### src/rtl/decoder_pkg.sv
// rtl/decoder_pkg.sv - shared mode and FSM state types for the registered decoder
package decoder_pkg;

  typedef enum logic [1:0] {
    MODE_LEVEL = 2'b00,
    MODE_PULSE = 2'b01,
    MODE_THERM = 2'b10
  } mode_e;

  typedef enum logic [1:0] {
    IDLE  = 2'b00,
    HOLD  = 2'b01,
    PULSE = 2'b10
  } state_e;

endpackage

### src/rtl/decoder_n_comb.sv
// rtl/decoder_n_comb.sv - combinational one-hot / thermometer decoder with enable
module decoder_n_comb #(
  parameter int SEL_W = 3,
  localparam int OUT_W = 2 ** SEL_W
) (
  input  logic [SEL_W-1:0] sel,
  input  logic             en_in,
  input  logic             therm,
  output logic [OUT_W-1:0] vec
);

  always_comb begin
    vec = '0;
    for (int i = 0; i < OUT_W; i++) begin
      if (therm) begin
        vec[i] = en_in && (SEL_W'(i) <= sel);
      end else begin
        vec[i] = en_in && (SEL_W'(i) == sel);
      end
    end
  end

endmodule

### src/rtl/decoder_n_seq.sv
// rtl/decoder_n_seq.sv - registered decoder with valid/ready intake and level, pulse and thermometer modes
module decoder_n_seq
  import decoder_pkg::*;
#(
  parameter int SEL_W   = 3,
  parameter int PULSE_W = 4,
  localparam int OUT_W  = 2 ** SEL_W
) (
  input  logic               clk,
  input  logic               rst_n,
  input  logic               in_valid,
  output logic               in_ready,
  input  logic [SEL_W-1:0]   sel,
  input  logic               en_in,
  input  logic [1:0]         mode,
  input  logic [PULSE_W-1:0] pulse_len,
  output logic [OUT_W-1:0]   out,
  output logic               out_valid,
  output logic               busy
);

  state_e             state, state_next;
  logic [PULSE_W-1:0] cnt, cnt_next;
  logic [OUT_W-1:0]   out_next;
  logic               valid_next;
  logic               accept;
  logic               is_therm;
  logic               start_pulse;
  logic [PULSE_W-1:0] pulse_load;
  logic [OUT_W-1:0]   dec_vec;

  assign in_ready    = (state != PULSE);
  assign busy        = (state == PULSE);
  assign accept      = in_valid && in_ready;
  assign is_therm    = (mode == MODE_THERM);
  assign start_pulse = en_in && (mode == MODE_PULSE);
  // A zero length still produces one pulse cycle rather than a dropped strobe.
  assign pulse_load  = (pulse_len == '0) ? PULSE_W'(1) : pulse_len;

  decoder_n_comb #(
    .SEL_W (SEL_W)
  ) u_comb (
    .sel   (sel),
    .en_in (en_in),
    .therm (is_therm),
    .vec   (dec_vec)
  );

  always_ff @(posedge clk or negedge rst_n) begin
    if (!rst_n) begin
      state     <= IDLE;
      cnt       <= '0;
      out       <= '0;
      out_valid <= 1'b0;
    end else begin
      state     <= state_next;
      cnt       <= cnt_next;
      out       <= out_next;
      out_valid <= valid_next;
    end
  end

  always_comb begin
    state_next = state;
    cnt_next   = cnt;
    out_next   = out;
    valid_next = 1'b0;
    case (state)
      IDLE, HOLD: begin
        if (accept) begin
          valid_next = 1'b1;
          out_next   = dec_vec;
          if (start_pulse) begin
            state_next = PULSE;
            cnt_next   = pulse_load;
          end else begin
            state_next = HOLD;
          end
        end
      end
      PULSE: begin
        // cnt counts the pulse cycles still to show, including the current one.
        if (cnt <= PULSE_W'(1)) begin
          state_next = IDLE;
          cnt_next   = '0;
          out_next   = '0;
        end else begin
          cnt_next = cnt - PULSE_W'(1);
        end
      end
      default: begin
        state_next = IDLE;
        cnt_next   = '0;
        out_next   = '0;
      end
    endcase
  end

endmodule

### config.mk
export PLATFORM = sky130hd
export DESIGN_NAME = decoder_n_seq
export DESIGN_NICKNAME = d
export VERILOG_FILES = /design/src/rtl/decoder_pkg.sv /design/src/rtl/decoder_n_comb.sv /design/src/rtl/decoder_n_seq.sv
export SDC_FILE = /design/constraint.sdc
export NUM_CORES = 1
export LEC_CHECK = 0
export CAP_MARGIN = 25
export CORE_ASPECT_RATIO = 0.75
export CORE_MARGIN = 2
export CORE_UTILIZATION = 43
export CTS_CLUSTER_DIAMETER = 30
export CTS_CLUSTER_SIZE = 20
export DETAILED_ROUTE_END_ITERATION = 12
export PLACE_DENSITY = 0.83
export SLEW_MARGIN = 40
export SYNTH_ARGS = -nofsm -noshare
export SYNTH_HDL_FRONTEND = slang
export SYNTH_HIERARCHICAL = 1
export SYNTH_SLANG_ARGS = --single-unit
### constraint.sdc
create_clock -name clk -period 3.24 [get_ports clk]
set_clock_uncertainty 0.15 [all_clocks]
set_input_delay 0.486 -clock clk [delete_from_list [all_inputs] [get_ports clk]]
set_output_delay 0.486 -clock clk [all_outputs]
set_load 0.05 [all_outputs]
# Word level (Yosys, flattened, before mapping)
# Index checks and enable logic that the tools add are counted.
dict set report word_totals {
  in_bits 13
  regBits 15
  output_inout_bits 11
  wordCells 75
}
dict set report classes {
  n_addsub 1
  n_eq_ne 15
  n_reduce_logical 24
  mux 22
  magnitude_cmp 9
}
# operator count
set op_table {}
lappend op_table {{$logic_and 1x1->1} 18}
lappend op_table {{$mux 4} 4}
lappend op_table {{$mux 8} 2}
lappend op_table {{$pmux 8 s2} 1}
lappend op_table {{$eq 3x3->1 const A} 4}
lappend op_table {{$le 3x3->1 const A} 4}
lappend op_table {{$mux 1} 10}
lappend op_table {{$pmux 4 s2} 1}
lappend op_table {{$eq 2x3->1 const A} 2}
lappend op_table {{$le 1x3->1 const A} 2}
lappend op_table {{$le 2x3->1 const A} 2}
lappend op_table {{$mux 2} 3}
lappend op_table {{$ne 2x2->1 const B} 3}
lappend op_table {{$eq 2x1->1 const B} 2}
lappend op_table {{$eq 2x2->1 const B} 2}
lappend op_table {{$le 4x1->1 const B} 1}
lappend op_table {{$logic_not 4->1} 1}
lappend op_table {{$pmux 2 s2} 1}
lappend op_table {{$reduce_and 2->1} 2}
lappend op_table {{$sub 4x1->4 const B} 1}
lappend op_table {{$eq 1x3->1 const A} 1}
lappend op_table {{$logic_not 3->1} 1}
lappend op_table {{$logic_not 2->1} 1}
lappend op_table {{$ne 2x1->1 const B} 1}
lappend op_table {{$reduce_or 2->1} 1}

# Logic depth before layout (Yosys ltp)
dict set report depth {
  ltp_word 5
  ltp_mapped 6
  ltp_nobuf 6
}

# Hierarchy
# Netlist, hierarchy kept.
# module seq_area_each_um2 n_inst area_per_inst_um2 cells_per_inst
set modules_own_cells {}
lappend modules_own_cells {decoder_n_seq 375.4 1 787.0 75}
lappend modules_own_cells {decoder_n_comb 0.0 1 130.1 21}

# Least setup slack after synthesis
# Ideal clock, no wire load.
dict set report synth_timing {
  path_kind {reg-to-reg}
  from {reg state[1]}
  to {reg cnt[3]}
  period_less_slack_ns 1.615
  path_stages_with_launch 6
  n_path_buf 0
  arrival_time_ns 1.344
  setup_slack_ns 1.625
  required_ns 2.969
  path_cell_list {dfrtp_1 nand2b_2 clkinv_4 o31ai_4 o22ai_1 a22o_1}
}
dict set report synth_between {
  elab_chain_cells 4
}
# item line_no
set synth_rtl {}
lappend synth_rtl {{start: declaration} decoder_n_seq.sv:22} ;# state_e state, state_next;
lappend synth_rtl {{start signal: assignment} decoder_n_seq.sv:56} ;# state <= state_next;
lappend synth_rtl {{$ne 2x2->1} decoder_n_seq.sv:32} ;# assign in_ready = (state != PULSE);
lappend synth_rtl {{net in_ready} decoder_n_seq.sv:12} ;# output logic in_ready,
lappend synth_rtl {{$logic_and 1x1->1} decoder_n_seq.sv:34} ;# assign accept = in_valid && in_ready;
lappend synth_rtl {{$ne 2x2->1 (no line)} --}
lappend synth_rtl {{$reduce_and 2->1 (no line)} --}
lappend synth_rtl {{end signal: assignment} decoder_n_seq.sv:57} ;# cnt <= cnt_next;
lappend synth_rtl {{end: declaration} decoder_n_seq.sv:23} ;# logic [PULSE_W-1:0] cnt, cnt_next;
# The timed path passes the listed nets, and every way through them passes these cells.
# A chain may end at the register's enable or synchronous reset.

# Worst setup path in the final report
dict set report layout_timing {
  from {reg state[1]}
  to {out busy}
}
dict set report layout_between {
  elab_chain_cells 1
}
# item line_no
set layout_rtl {}
lappend layout_rtl {{$eq 2x2->1} decoder_n_seq.sv:33} ;# assign busy = (state == PULSE);
lappend layout_rtl {{end: declaration} decoder_n_seq.sv:19} ;# output logic busy
# No other way between the ends.

==> impl_metrics.ini <==
[cts]
cts.sinks = 15
cts_made_buffers = 3
cts_htree_levels = 1
path_clk_slew_ns = 0.09
cts-root-buf = clkbuf_4
hold_buffers = 0
clk_latency_ns = 0.28
cts_resized = 0
cts_setup_buffers = 0
tritoncts = yes
cts_buffer_depth = 2

[drt]
via_per_inst = 5.58
drt_iter0_drc = 24
drt_pre_antenna_iters = 4
wirelength_um = 2100
drc = 0
ant_nets = 0
wire_per_inst_um = 14.8
vias = 792

[grt]
grt_overflow = 0
grt_max_degree = 18
grt_pass1_vias = 791
grt_pass1_wl_um = 3610
grt_use_total = 0.193
antenna_found_initial = 0

[placement]
place.port_buffers = 23
gp_congestion = 0.988
hpwl_um = 1610

[timing]
finalSetupViolCount = 0
slew_violations = 0
post-route-period-util = 0.824
tns_ns = 0
finalCriticalPeriod_ns = 2.67
final-hold-violation-count = 0
maxSlewHeadroom = 0.556
worst_slew_pin_slew_ns = 0.664
max_freq_mhz = 375
rsz0062_at_grt = false

[worst_hold_path]
hold_class = reg2reg
min_path_cells = 1

[synth]
yosysTopAreaCellShare = 0.409
yosys.cell_types.count = 34
synth_nets = 111
synth.most_common_cell = dfrtp_1
async_reset_ff_frac = 1.00
ys_seq_area_frac = 0.409
synth_area_sq_um = 917
ys.flop_type = dfrtp_1
ys_top_cells_by_count = dfrtp_1 (15), nand2_1 (11), mux2i_1 (10), o21ai_0 (10), nor2_1 (7)
ys_ff_latch = 15
synth_area_leaders = dfrtp_1 (41%), mux2i_1 (11%), o21ai_0 (5.5%), nand2_1 (4.5%), nor2_1 (2.9%)
synth_warnings = 6
yosysTopAreaCell = dfrtp_1
syn_inst = 96
syn_area_per_cell_sq_um = 9.55
synth-edff-count = 0

[floorplan]
die_y_um = 44.0
fp.dieW_um = 57.3
pin_count = 24
die_area_sq_mm = 0.00252
start_util = 0.455
rows = 14
core_sq_mm = 0.00201

[cells_and_area]
final_nets = 134
syn2layout_area_growth_pct = 28.0
diodes = 0
drive_above_1_share = 0.0847

[run_status]
outcome = completed

[pwr]
p_per_area_mw_per_mm2 = 452
p_total_mw = 0.531
leakagePower_nw = 0.487
ir_drop_v = 0.000356

[setup_path]
rr_worst_depth = 6
crit_type = reg2out
critPathArrivalTime_ns = 2.03
critPathRequiredTime_ns = 2.60
worstSetupStartpointType = flip-flop
crit_fanout = 17
end_kind = output port

[run]
drv_cap = 0
[critical path: stages, from the launching register on]
cell             delay [ns]
dfrtp_1                0.67
nand2b_2               0.19
clkinv_4               0.10
clkdlybuf4s50_1        0.80
[final timing paths]
check	from	to	slack, ns
min	state[0]$_DFFE_PN0P_	state[0]$_DFFE_PN0P_	0.35
min in group asynchronous	rst_n	cnt[3]$_DFFE_PN0P_	0.45
max	state[1]$_DFFE_PN0P_	busy	0.57
min reg2reg	state[0]$_DFFE_PN0P_	state[0]$_DFFE_PN0P_	0.35
max reg2reg	cnt[1]$_DFFE_PN0P_	cnt[3]$_DFFE_PN0P_	1.47
max in group asynchronous	rst_n	out[1]$_DFFE_PN0P_	2.07
[power by group]
group / switching, mW / total [mW] / internal [mW]
Combinational: 0.102 / 0.179 / 0.0768
Sequential: 0.0342 / 0.246 / 0.212
Clock: 0.0580 / 0.106 / 0.0479
Total: 0.194 / 0.531 / 0.337
[per-layer routing]
metal	part of all wire	routed length, um	GRT usage	vias up
met1	0.49	1030	0.251	374
met4	0.011	23	0.0744	0
met5	0	0	0	-
met2	0.44	932	0.297	22
li1	-	-	-	392
met3	0.051	107	0.0716	4
[registers in the layout (all words and copies together) (netlist names)]
signal / cells
state: 2
out: 8
out_valid: 1
cnt: 4
[stage by stage]
step                      std cells  area (sq um)   util  setup slack, ns  hold slack (ns)
after floorplan                  96           917      -             1.63           0.0404
after global placement          138          1150  0.570            0.972            0.351
after detailed placement        138          1150  0.570            0.914            0.335
after CTS                       142          1170  0.583            0.595            0.355
after global routing            142          1170  0.583            0.473            0.396
final                           142          1170  0.583            0.571            0.349
[layout by cell type (no fill, tap or decap), drive strengths merged, types with 2 or more instances in the layout]
cell,instances
nor3,4
nand2,11
ha,2
mux2i,10
nand4b,2
clkbuf,4
dfrtp,15
o22ai,3
nor2,7
a21oi,3
inv,5
o21ai,11
clkdlybuf4s50,23
o31ai,2
o21a,2
[cell families (layout without fill, tap and decap cells)]
family | Yosys count | count (layout) | share of synthesized area
compound gates | 26 | 26 | 0.207
xor+xnor | 1 | 1 | 0.00955
fa+ha+maj | 2 | 2 | 0.0273
buf+inv | 11 | 33 | 0.0628
flops | 15 | 15 | 0.409
mux | 11 | 11 | 0.121
simple gates | 30 | 30 | 0.162
[layout make-up]
cell class | instances | area, sq um
fill | 166 | 841
clock buffer | 4 | 26.3
timing repair buffer | 23 | 230
tap | 24 | 30.0
sequential | 15 | 375
inverter | 6 | 27.5
multi-input combinational | 70 | 484
Note: power is estimated with default switching activity, not from simulation.
